$ cat src/rtl/baud_pkg.sv
// Shared definitions for the autobaud detector and the baud rate generator.
package baud_pkg;

  // Detector state encoding
  typedef enum logic [1:0] {
    IDLE,
    WAIT_START,
    MEASURE,
    DONE
  } state_t;

  // Generator divisor values (cycles-per-bit minus 1) for a 50 MHz clock
  localparam logic [15:0] BAUD_9600   = 16'd5207;
  localparam logic [15:0] BAUD_38400  = 16'd1301;
  localparam logic [15:0] BAUD_57600  = 16'd867;
  localparam logic [15:0] BAUD_115200 = 16'd433;

  // Sync character and the number of bit intervals it spans (first fall to last fall)
  localparam logic [7:0] SYNC_CHAR      = 8'h55;
  localparam int         SYNC_INTERVALS = 8;

endpackage

$ cat src/rtl/rx_sync_edge.sv
// Brings an asynchronous serial line into the clk domain and flags its edges.
// Shared with the UART receiver, so it has no knowledge of bit timing.
module rx_sync_edge (
  input  logic clk,
  input  logic reset,
  input  logic rx,
  output logic rx_s,
  output logic rise,
  output logic fall
);

  logic meta_q, meta_d;
  logic sync_q, sync_d;
  logic dly_q,  dly_d;

  // Shift chain: two synchronizer stages, then one delay stage for edge compare
  always_comb begin
    meta_d = rx;
    sync_d = meta_q;
    dly_d  = sync_q;
  end

  // Flops reset to the idle-high line level so reset release never looks like a start bit
  always_ff @(posedge clk) begin
    if (!reset) begin
      meta_q <= 1'b1;
      sync_q <= 1'b1;
      dly_q  <= 1'b1;
    end else begin
      meta_q <= meta_d;
      sync_q <= sync_d;
      dly_q  <= dly_d;
    end
  end

  assign rx_s = sync_q;
  assign rise = ~dly_q &  sync_q;
  assign fall =  dly_q & ~sync_q;

endmodule

$ cat src/rtl/baud_detector.sv
// Autobaud detector: times the nine edges of a 0x55 sync character and reports
// the average bit period as cycles-per-bit minus 1 (the generator's divisor).
module baud_detector
  import baud_pkg::*;
#(
  parameter logic [15:0] BAUD_DEFAULT = BAUD_9600,
  parameter int          MIN_BIT      = 16,
  parameter int          MAX_BIT      = 65536
) (
  input  logic        clk,
  input  logic        reset,
  input  logic        enable,
  input  logic        rx,
  output logic [15:0] baud_value,
  output logic        baud_valid,
  output logic        lock,
  output logic        error,
  output logic        busy
);

  localparam logic [16:0] MIN_IVL   = 17'(MIN_BIT);
  localparam logic [16:0] MAX_IVL   = 17'(MAX_BIT);
  localparam logic [3:0]  LAST_IVL  = 4'(SYNC_INTERVALS - 1);
  localparam logic [17:0] MAX_AVG   = 18'd65536;

  // Rounded average over the eight sync intervals: (total + 4) / 8
  function automatic logic [17:0] round_avg(input logic [19:0] total);
    logic [20:0] sum;
    sum = {1'b0, total} + 21'd4;
    return sum[20:3];
  endfunction

  // Magnitude of the difference between two interval lengths
  function automatic logic [16:0] abs_diff(input logic [16:0] a, input logic [16:0] b);
    return (a >= b) ? (a - b) : (b - a);
  endfunction

  logic rx_s, rise, fall;

  rx_sync_edge u_sync (
    .clk  (clk),
    .reset(reset),
    .rx   (rx),
    .rx_s (rx_s),
    .rise (rise),
    .fall (fall)
  );

  state_t      state_q, state_d;
  logic [16:0] ivl_q,   ivl_d;
  logic [19:0] tot_q,   tot_d;
  logic [16:0] t0_q,    t0_d;
  logic [3:0]  ecnt_q,  ecnt_d;
  logic [15:0] baud_q,  baud_d;
  logic        valid_q, valid_d;
  logic        lock_q,  lock_d;
  logic        error_q, error_d;

  logic [17:0] avg;
  logic [17:0] ivl_limit;
  logic        ivl_far;

  // Tolerance window around the first interval: t0 +/- t0/4
  always_comb begin
    avg       = round_avg(tot_q);
    ivl_limit = {1'b0, t0_q} + {3'b000, t0_q[16:2]};
    ivl_far   = abs_diff(ivl_q, t0_q) > {2'b00, t0_q[16:2]};
  end

  // Next-state logic: measurement sequencing, interval checks and result update
  always_comb begin
    state_d = state_q;
    ivl_d   = ivl_q;
    tot_d   = tot_q;
    t0_d    = t0_q;
    ecnt_d  = ecnt_q;
    baud_d  = baud_q;
    valid_d = valid_q;
    lock_d  = 1'b0;
    error_d = 1'b0;
    if (!enable) begin
      state_d = IDLE;
    end else begin
      case (state_q)
        IDLE: begin
          // Re-arm only on an idle-high line so a rejected character's tail is not a start bit
          if (rx_s) state_d = WAIT_START;
        end
        WAIT_START: begin
          if (fall) begin
            ivl_d   = 17'd1;
            tot_d   = 20'd1;
            ecnt_d  = 4'd0;
            state_d = MEASURE;
          end
        end
        MEASURE: begin
          ivl_d = ivl_q + 17'd1;
          tot_d = tot_q + 20'd1;
          if (rise | fall) begin
            if (ivl_q < MIN_IVL) begin
              error_d = 1'b1;
              state_d = IDLE;
            end else if (ecnt_q == 4'd0) begin
              t0_d   = ivl_q;
              ecnt_d = 4'd1;
              ivl_d  = 17'd1;
            end else if (ivl_far) begin
              error_d = 1'b1;
              state_d = IDLE;
            end else begin
              ecnt_d = ecnt_q + 4'd1;
              ivl_d  = 17'd1;
              if (ecnt_q == LAST_IVL && fall) begin
                // Freeze the total at exactly eight bit times
                tot_d   = tot_q;
                state_d = DONE;
              end
            end
          end else if (ecnt_q == 4'd0) begin
            if (ivl_q == MAX_IVL) begin
              error_d = 1'b1;
              state_d = IDLE;
            end
          end else if ({1'b0, ivl_q} > ivl_limit) begin
            error_d = 1'b1;
            state_d = IDLE;
          end
        end
        DONE: begin
          state_d = IDLE;
          if (avg > MAX_AVG) begin
            error_d = 1'b1;
          end else begin
            baud_d  = avg[15:0] - 16'd1;
            valid_d = 1'b1;
            lock_d  = 1'b1;
          end
        end
        default: state_d = IDLE;
      endcase
    end
  end

  // State, counters and registered outputs; reset restores the default divisor
  always_ff @(posedge clk) begin
    if (!reset) begin
      state_q <= IDLE;
      ivl_q   <= '0;
      tot_q   <= '0;
      t0_q    <= '0;
      ecnt_q  <= '0;
      baud_q  <= BAUD_DEFAULT;
      valid_q <= 1'b0;
      lock_q  <= 1'b0;
      error_q <= 1'b0;
    end else begin
      state_q <= state_d;
      ivl_q   <= ivl_d;
      tot_q   <= tot_d;
      t0_q    <= t0_d;
      ecnt_q  <= ecnt_d;
      baud_q  <= baud_d;
      valid_q <= valid_d;
      lock_q  <= lock_d;
      error_q <= error_d;
    end
  end

  assign baud_value = baud_q;
  assign baud_valid = valid_q;
  assign lock       = lock_q;
  assign error      = error_q;
  assign busy       = (state_q == MEASURE);

endmodule

$ cat config.mk
export PLATFORM = sky130hd
export DESIGN_NAME = baud_detector
export DESIGN_NICKNAME = d
export VERILOG_FILES = /design/src/rtl/baud_pkg.sv /design/src/rtl/rx_sync_edge.sv /design/src/rtl/baud_detector.sv
export SDC_FILE = /design/constraint.sdc
export NUM_CORES = 1
export LEC_CHECK = 0
export ABC_AREA = 1
export BUFFER_PORTS_ARGS = -buffer_cell sky130_fd_sc_hd__buf_2
export CORE_MARGIN = 2
export CORE_UTILIZATION = 65
export CTS_CLUSTER_SIZE = 8
export DETAILED_ROUTE_END_ITERATION = 8
export GPL_TIMING_DRIVEN = 0
export PLACE_DENSITY = 0.83
export SETUP_SLACK_MARGIN = 0.5
export SLEW_MARGIN = 0
export SYNTH_ARGS = -nofsm -noshare
export SYNTH_HDL_FRONTEND = slang
export SYNTH_HIERARCHICAL = 1
export SYNTH_SLANG_ARGS = --single-unit
$ cat constraint.sdc
create_clock -name clk -period 6.8 [get_ports clk]
set_input_delay 1.7 -clock clk [delete_from_list [all_inputs] [get_ports clk]]
set_output_delay 1.7 -clock clk [all_outputs]
set_load 0.02 [all_outputs]
Word level (Yosys, flattened, before mapping)
Cells that the tools add are included.
Widths: inputs -> output; s select.

storage, ports and cells
  flip-flop bits (word level) = 82
  latch bits = 0
  RAM bits = 0
  bits in read-only memories = 0
  input port bits = 4
  word-level logic and storage cells = 100
  memories = 0

operators by class
  add/sub/neg operators = 8
  multipliers = 0
  divide/modulo/power cells = 0
  order comparisons = 5
  equality and inequality tests = 15
  shift operators = 0
  mux-type cells = 41
  bitwise logic cells = 7
  reduce and logical (&&, ||, !) cells = 12

operator list
  cell                   number
  $mux 20                6
  $mux 17                6
  $pmux 20 s2            1
  $pmux 17 s2            1
  $sub 17x17->17         2
  $add 20x3->21 const B  1
  $add 20x1->20 const B  1
  $mux 2                 10
  $mux 4                 5
  $add 17x15->18         1
  $gt 17x18->1           1
  $gt 18x17->1 const B   1
  $add 17x1->17 const B  1
  $eq 17x17->1 const B   1
  $ge 17x17->1           1
  $gt 17x15->1           1
  $lt 17x5->1 const B    1
  $sub 16x1->16 const B  1
  $reduce_and 6->1       2
  $mux 1                 9
  $reduce_and 3->1       3
  $pmux 2 s4             1
  $pmux 4 s2             1
  $ne 6x6->1 const B     1
  other kinds (22)       29

Logic depth before layout (Yosys ltp)
  word-level depth = 9
  gate-level depth with buffers = 34
  gate-level depth less buffers = 34

Cells and area by module
The synthesis kept the hierarchy.

by module, submodules not included
  module         times used  cells each  area an instance (um^2)  sequential area each (um^2)
  baud_detector  1           1204        7718.7                   1581.5
  rx_sync_edge   1           12          93.8                     60.1

Worst setup path after synthesis
OpenSTA, ideal clock, no wires.

  kind = flip-flop to flip-flop
  start point = register ivl_q[13]
  end point = register tot_q[5]
  setup time = 0.132 ns
  data arrival time = 3.741 ns
  data required time = 6.668 ns
  path slack = 2.927 ns
  cell stages (with the launch flop) = 33
  path through = dfxtp_1 -> inv_1 -> ha_1 -> buf_2 -> nand2_1 -> nor2_2 -> nand3_1 -> nor3b_2 -> nor2_2 -> nand2_4 -> clkbuf_1 -> nand3_1 -> o21ai_0 -> xor2_1 -> inv_1 -> ha_1 -> nand2_1 -> inv_1 -> nand2_1 -> nand2_1 -> nand2_1 -> nand3_1 -> nand2_1 -> nand2_1 -> nand2_1 -> nand2_1 -> nand2_1 -> nand2_1 -> nor2_2 -> nand3_4 -> clkbuf_1 -> nand4_1 -> a21oi_1

on the way
  longest elaborated chain between the ends = 8

RTL lines
  what                                            RTL line              text
  start: declaration                              baud_detector.sv:50   logic [16:0] ivl_q, ivl_d;
  start signal: assignment                        baud_detector.sv:159  ivl_q <= ivl_d;
  $sub 17x17->17 or $ge 17x17->1 (tied branches)  baud_detector.sv:35   return (a >= b) ? (a - b) : (b - a);
  $mux 17                                         baud_detector.sv:35
  $gt 17x15->1                                    baud_detector.sv:67   ivl_far = abs_diff(ivl_q, t0_q) > {2'b00, t0_q[16:2]};
  $mux 20                                         baud_detector.sv:108  end else if (ivl_far) begin
  $mux 20                                         baud_detector.sv:104  end else if (ecnt_q == 4'd0) begin
  $mux 20                                         baud_detector.sv:101  if (ivl_q < MIN_IVL) begin
  $mux 20                                         baud_detector.sv:100  if (rise | fall) begin
  $pmux 20 s2                                     baud_detector.sv:84   case (state_q)
  end signal: assignment                          baud_detector.sv:160  tot_q <= tot_d;
  end: declaration                                baud_detector.sv:51   logic [19:0] tot_q, tot_d;

Parallel ways exist; a longest one is shown, timed or not.
A chain may end at the register's enable or synchronous reset.

Final worst setup path
Same ends and word-level chain as after synthesis.

==> impl_metrics.prom <==
# TYPE chip_impl_metric gauge
chip_impl_info{name="outcome",value="complete, no violations"} 1
chip_impl_metric{name="avgViaCountPerCell",unit=""} 5.50
chip_impl_metric{name="numCtsBuffers",unit=""} 9
chip_impl_metric{name="placed_cell_area",unit="mm2"} 0.00811
chip_impl_metric{name="report.final.slew_viol_count",unit=""} 0
chip_impl_metric{name="setup-violations-final",unit=""} 0
chip_impl_metric{name="drtIter0Drc",unit=""} 479
chip_impl_metric{name="fp-row-count",unit=""} 40
chip_impl_info{name="worst_path_most_repeated_cell",value="sky130_fd_sc_hd__nand2_1"} 1
chip_impl_metric{name="port_buffers",unit=""} 22
chip_impl_metric{name="num_antenna_cells",unit=""} 0
chip_impl_metric{name="routed_wirelength",unit="um"} 20300
chip_impl_metric{name="grt_use_met1",unit=""} 0.384
chip_impl_metric{name="final.setup_skew",unit="ns"} 0.00970
chip_impl_metric{name="grt.met2_usage",unit=""} 0.574
chip_impl_metric{name="data_required_critical_path",unit="ns"} 7.01
chip_impl_info{name="synth_top_family_by_area",value="simple AND/OR/NAND/NOR gates"} 1
chip_impl_metric{name="grt_pass1_wl",unit="um"} 33300
chip_impl_metric{name="grt_antenna_before_repair",unit=""} 0
chip_impl_metric{name="core_area",unit="mm2"} 0.0119
chip_impl_metric{name="clk_transition_reported_paths",unit="ns"} 0.06
chip_impl_metric{name="final_antenna_net_count",unit=""} 0
chip_impl_metric{name="power.density_cell_area",unit="mW/mm2"} 128
chip_impl_metric{name="finalHoldViolCount",unit=""} 0
chip_impl_metric{name="first_global_vias",unit=""} 7120
chip_impl_metric{name="drtPass1Iterations",unit=""} 7
chip_impl_metric{name="cts-htree-levels",unit=""} 3
chip_impl_metric{name="worstPathArrival",unit="ns"} 5.43
chip_impl_metric{name="critPathMaxFanout",unit=""} 10
chip_impl_info{name="cts_tree",value="built"} 1
chip_impl_metric{name="fin_area",unit="mm2"} 0.00842
chip_impl_info{name="min_path_type",value="reg2reg"} 1
chip_impl_metric{name="simple_gate_share_of_the_synthesized_area",unit=""} 0.321
chip_impl_metric{name="post_route_cells_drive_above_1_share",unit=""} 0.0630
chip_impl_metric{name="max_cap_violations",unit=""} 0
chip_impl_metric{name="wire_per_inst",unit="um"} 14.5
chip_impl_metric{name="floorplan.die.height",unit="um"} 114
chip_impl_metric{name="areaGrowthSynthToFinish",unit="%"} 7.78
chip_impl_metric{name="yosys.area_share.xor_xnor",unit=""} 0.0937
chip_impl_metric{name="period_needed",unit="ns"} 5.22
chip_impl_metric{name="max_fclk",unit="GHz"} 0.192
chip_impl_metric{name="post_synthesis_sequential_area_ratio",unit=""} 0.210
chip_impl_metric{name="postSynthRegisterBits",unit=""} 82
chip_impl_metric{name="grtUsageMet3",unit=""} 0.0367
chip_impl_metric{name="reg2reg_slack",unit="ns"} 1.58
chip_impl_metric{name="synthesis.instances",unit=""} 1216
chip_impl_metric{name="global_route.overflow_total",unit=""} 0
chip_impl_metric{name="synth_enable_flop_cells",unit=""} 0
chip_impl_metric{name="mappedNetlistNets",unit=""} 1315
chip_impl_metric{name="clock_sink_count",unit=""} 82
chip_impl_info{name="hold_path_end",value="u_sync/rx_s$_SDFF_PN1_"} 1
chip_impl_info{name="cp-end-kind",value="register"} 1
chip_impl_metric{name="synth_compound_area_frac",unit=""} 0.119
chip_impl_metric{name="synth.area.mux_share",unit=""} 0
chip_impl_metric{name="relSlewSlack",unit=""} 0.346
chip_impl_metric{name="leakagePower",unit="nW"} 4.18
chip_impl_info{name="critical_path.slowest_cell",value="sky130_fd_sc_hd__dfxtp_1"} 1
chip_impl_info{name="worst_r2r_end",value="tot_q[5]$_SDFFE_PN0P_"} 1
chip_impl_metric{name="synth.top_cell.area_share",unit=""} 0.210
chip_impl_info{name="ctsRootBufferMaster",value="sky130_fd_sc_hd__clkbuf_16"} 1
chip_impl_metric{name="post_cts_resize_count",unit=""} 0
chip_impl_info{name="cp-startpoint",value="ivl_q[13]$_SDFFE_PN0P_"} 1
chip_impl_info{name="grt_most_used_layer",value="met2"} 1
chip_impl_metric{name="worstSkewPairLatency",unit="ns"} 0.34
chip_impl_info{name="yosys-top-cells-area",value="sky130_fd_sc_hd__dfxtp_1 (21%), sky130_fd_sc_hd__nand2_1 (15%), sky130_fd_sc_hd__ha_1 (15%), sky130_fd_sc_hd__inv_1 (8.0%), sky130_fd_sc_hd__a21oi_1 (6.8%)"} 1
chip_impl_info{name="postSynth.topFlopCell",value="sky130_fd_sc_hd__dfxtp_1"} 1
chip_impl_metric{name="postSynthAreaPerCell",unit="um2"} 6.42
chip_impl_metric{name="crit_path_max_incr_delay",unit="ns"} 0.51
chip_impl_metric{name="worst_pin_slew",unit="ns"} 0.972
chip_impl_metric{name="final_sum_of_negative_setup_slack",unit="ns"} 0
chip_impl_metric{name="start_util",unit=""} 0.659
chip_impl_info{name="setup.worst_path.class",value="reg2reg"} 1
chip_impl_info{name="min_delay_src",value="u_sync/meta_q$_SDFF_PN1_"} 1
chip_impl_metric{name="post_synthesis_instance_area",unit="mm2"} 0.00781
chip_impl_metric{name="ios",unit=""} 24
chip_impl_metric{name="worstHoldPathCells",unit=""} 2
chip_impl_metric{name="track_usage",unit=""} 0.318
chip_impl_metric{name="ff2ff_path_depth",unit=""} 32
chip_impl_info{name="grt_setup_unrepaired",value="no"} 1
chip_impl_metric{name="yosys.area_share.adder",unit=""} 0.155
chip_impl_metric{name="postCtsSetupRepairBufs",unit=""} 0
chip_impl_metric{name="floorplan.die_area",unit="mm2"} 0.0129
chip_impl_metric{name="vdd_drop_max",unit="mV"} 0.146
chip_impl_metric{name="ys_async_sr_fraction",unit=""} 0
chip_impl_metric{name="finalHoldWorstSlack",unit="ns"} 0.401
chip_impl_metric{name="globalplace.congestion",unit=""} 0.960
chip_impl_metric{name="post-route-drc-count",unit=""} 0
chip_impl_metric{name="cts_buffer_depth",unit=""} 2
chip_impl_info{name="crit-reg2reg-launch",value="ivl_q[13]$_SDFFE_PN0P_"} 1
chip_impl_metric{name="via_count",unit=""} 7712
chip_impl_metric{name="finalCritPeriodShare",unit=""} 0.767
chip_impl_info{name="netlist.top_cell.by_area",value="sky130_fd_sc_hd__dfxtp_1"} 1
chip_impl_metric{name="finalPower",unit="mW"} 1.08
chip_impl_metric{name="grt_start_max_net_pins",unit=""} 13
chip_impl_metric{name="postCtsHoldBufs",unit=""} 0
chip_impl_metric{name="chipWidth",unit="um"} 114
chip_impl_metric{name="yosysUniqueCellTypes",unit=""} 48
chip_impl_metric{name="hpwlAfterDp",unit="um"} 16200
chip_impl_metric{name="nets",unit=""} 1348
chip_impl_info{name="worstSetupStartpointType",value="register"} 1
chip_impl_metric{name="yosys_warnings",unit=""} 6
[worst max-delay path, delay by kind of cell (launching register included)]
kind / cells / cell delay [ns]
buf+inv: 6 / 1.14
flops: 1 / 0.51
compound gates: 2 / 0.20
fa+ha+maj: 2 / 0.57
simple gates: 21 / 2.46
xor+xnor: 1 / 0.18
[cell type report]
cell class | instances | area (um2)
timing repair buffer | 22 | 110
inverter | 173 | 654
fill | 1067 | 3440
sequential | 82 | 1640
clock inverter | 2 | 60.1
multi-input combinational | 935 | 5380
clock buffer | 14 | 254
tap | 147 | 184
buffer | 26 | 133
[report_power, final]
part	switching [mW]	leakage, nW	internal, mW	total, mW
logic	0.0496	3.37	0.0207	0.0703
registers	0.00348	0.662	0.484	0.488
clock network	0.190	0.151	0.332	0.522
[Yosys cell counts (4+ instances only)]
library cell	number
sky130_fd_sc_hd__a21oi_1	106
sky130_fd_sc_hd__buf_2	6
sky130_fd_sc_hd__clkbuf_1	14
sky130_fd_sc_hd__dfxtp_1	82
sky130_fd_sc_hd__ha_1	92
sky130_fd_sc_hd__inv_1	167
sky130_fd_sc_hd__nand2_1	318
sky130_fd_sc_hd__nand2_2	6
sky130_fd_sc_hd__nand3_1	74
sky130_fd_sc_hd__nand4_1	25
sky130_fd_sc_hd__nor2_1	115
sky130_fd_sc_hd__nor2_2	9
sky130_fd_sc_hd__nor3_1	18
sky130_fd_sc_hd__nor4_1	5
sky130_fd_sc_hd__o21a_1	4
sky130_fd_sc_hd__o21ai_0	44
sky130_fd_sc_hd__o21bai_1	4
sky130_fd_sc_hd__xnor2_1	18
sky130_fd_sc_hd__xor2_1	60
[layer usage]
layer  wire length, um  share of wire  vias to the layer above
met3               863          0.042                       59
met1              8650           0.43                     3475
li1                  -              -                     3984
met5                 0              0                        -
met4               781          0.038                        0
met2             10000           0.49                      194
[through the flow]
stage	util	worst slack (ns)	cells
CTS	0.710	1.70	1401
global route	0.710	1.16	1401
finish	0.710	1.58	1401
detailed placement	0.683	1.73	1385
global placement	0.683	1.71	1385
floorplan	-	2.93	1216
[how the worst max path moves through the flow]
stage | to | slack, ns | cells past startpoint
2_1_floorplan | tot_q[5]$_SDFFE_PN0P_ | 2.93 | 32
3_3_place_gp | ivl_q[12]$_SDFFE_PN0P_ | 1.71 | 29
3_5_place_dp | tot_q[5]$_SDFFE_PN0P_ | 1.73 | 32
4_1_cts | ivl_q[11]$_SDFFE_PN0P_ | 1.70 | 32
5_1_grt | ivl_q[11]$_SDFFE_PN0P_ | 1.16 | 29
6_report | tot_q[5]$_SDFFE_PN0P_ | 1.58 | 32
[logic make-up (layout without fill, tap and decap cells)]
kind of cell / Yosys count / in the layout
and+or+nand+nor: 584 / 584
buffers and inverters: 199 / 237
AOI/OAI and AO/OA: 175 / 175
adders and majority gates: 95 / 95
DFF: 82 / 82
xor gates and xnor gates: 81 / 81
[cells in the final DEF, fill, tap and decap left out, types with 4 or more instances in the layout]
cell type,count
sky130_fd_sc_hd__nor4_1,5
sky130_fd_sc_hd__nand2_1,318
sky130_fd_sc_hd__nand2_2,6
sky130_fd_sc_hd__inv_1,167
sky130_fd_sc_hd__a21oi_1,106
sky130_fd_sc_hd__nand3_1,74
sky130_fd_sc_hd__clkbuf_1,18
sky130_fd_sc_hd__xnor2_1,18
sky130_fd_sc_hd__o21ai_0,44
sky130_fd_sc_hd__nor2_1,115
sky130_fd_sc_hd__nor3_1,18
sky130_fd_sc_hd__o21a_1,4
sky130_fd_sc_hd__dfxtp_1,82
sky130_fd_sc_hd__nand4_1,25
sky130_fd_sc_hd__xor2_1,60
sky130_fd_sc_hd__clkbuf_16,9
sky130_fd_sc_hd__ha_1,92
sky130_fd_sc_hd__buf_2,28
sky130_fd_sc_hd__o21bai_1,4
sky130_fd_sc_hd__nor2_2,9
[state kept, by name, indices dropped and copies added, names as in the netlist]
name,count
baud_valid,1
baud_value,16
ecnt_q,4
error,1
ivl_q,17
lock,1
state_q,2
t0_q,17
tot_q,20
u_sync/dly_q,1
u_sync/meta_q,1
u_sync/rx_s,1
(Power assumes the default switching activity.)
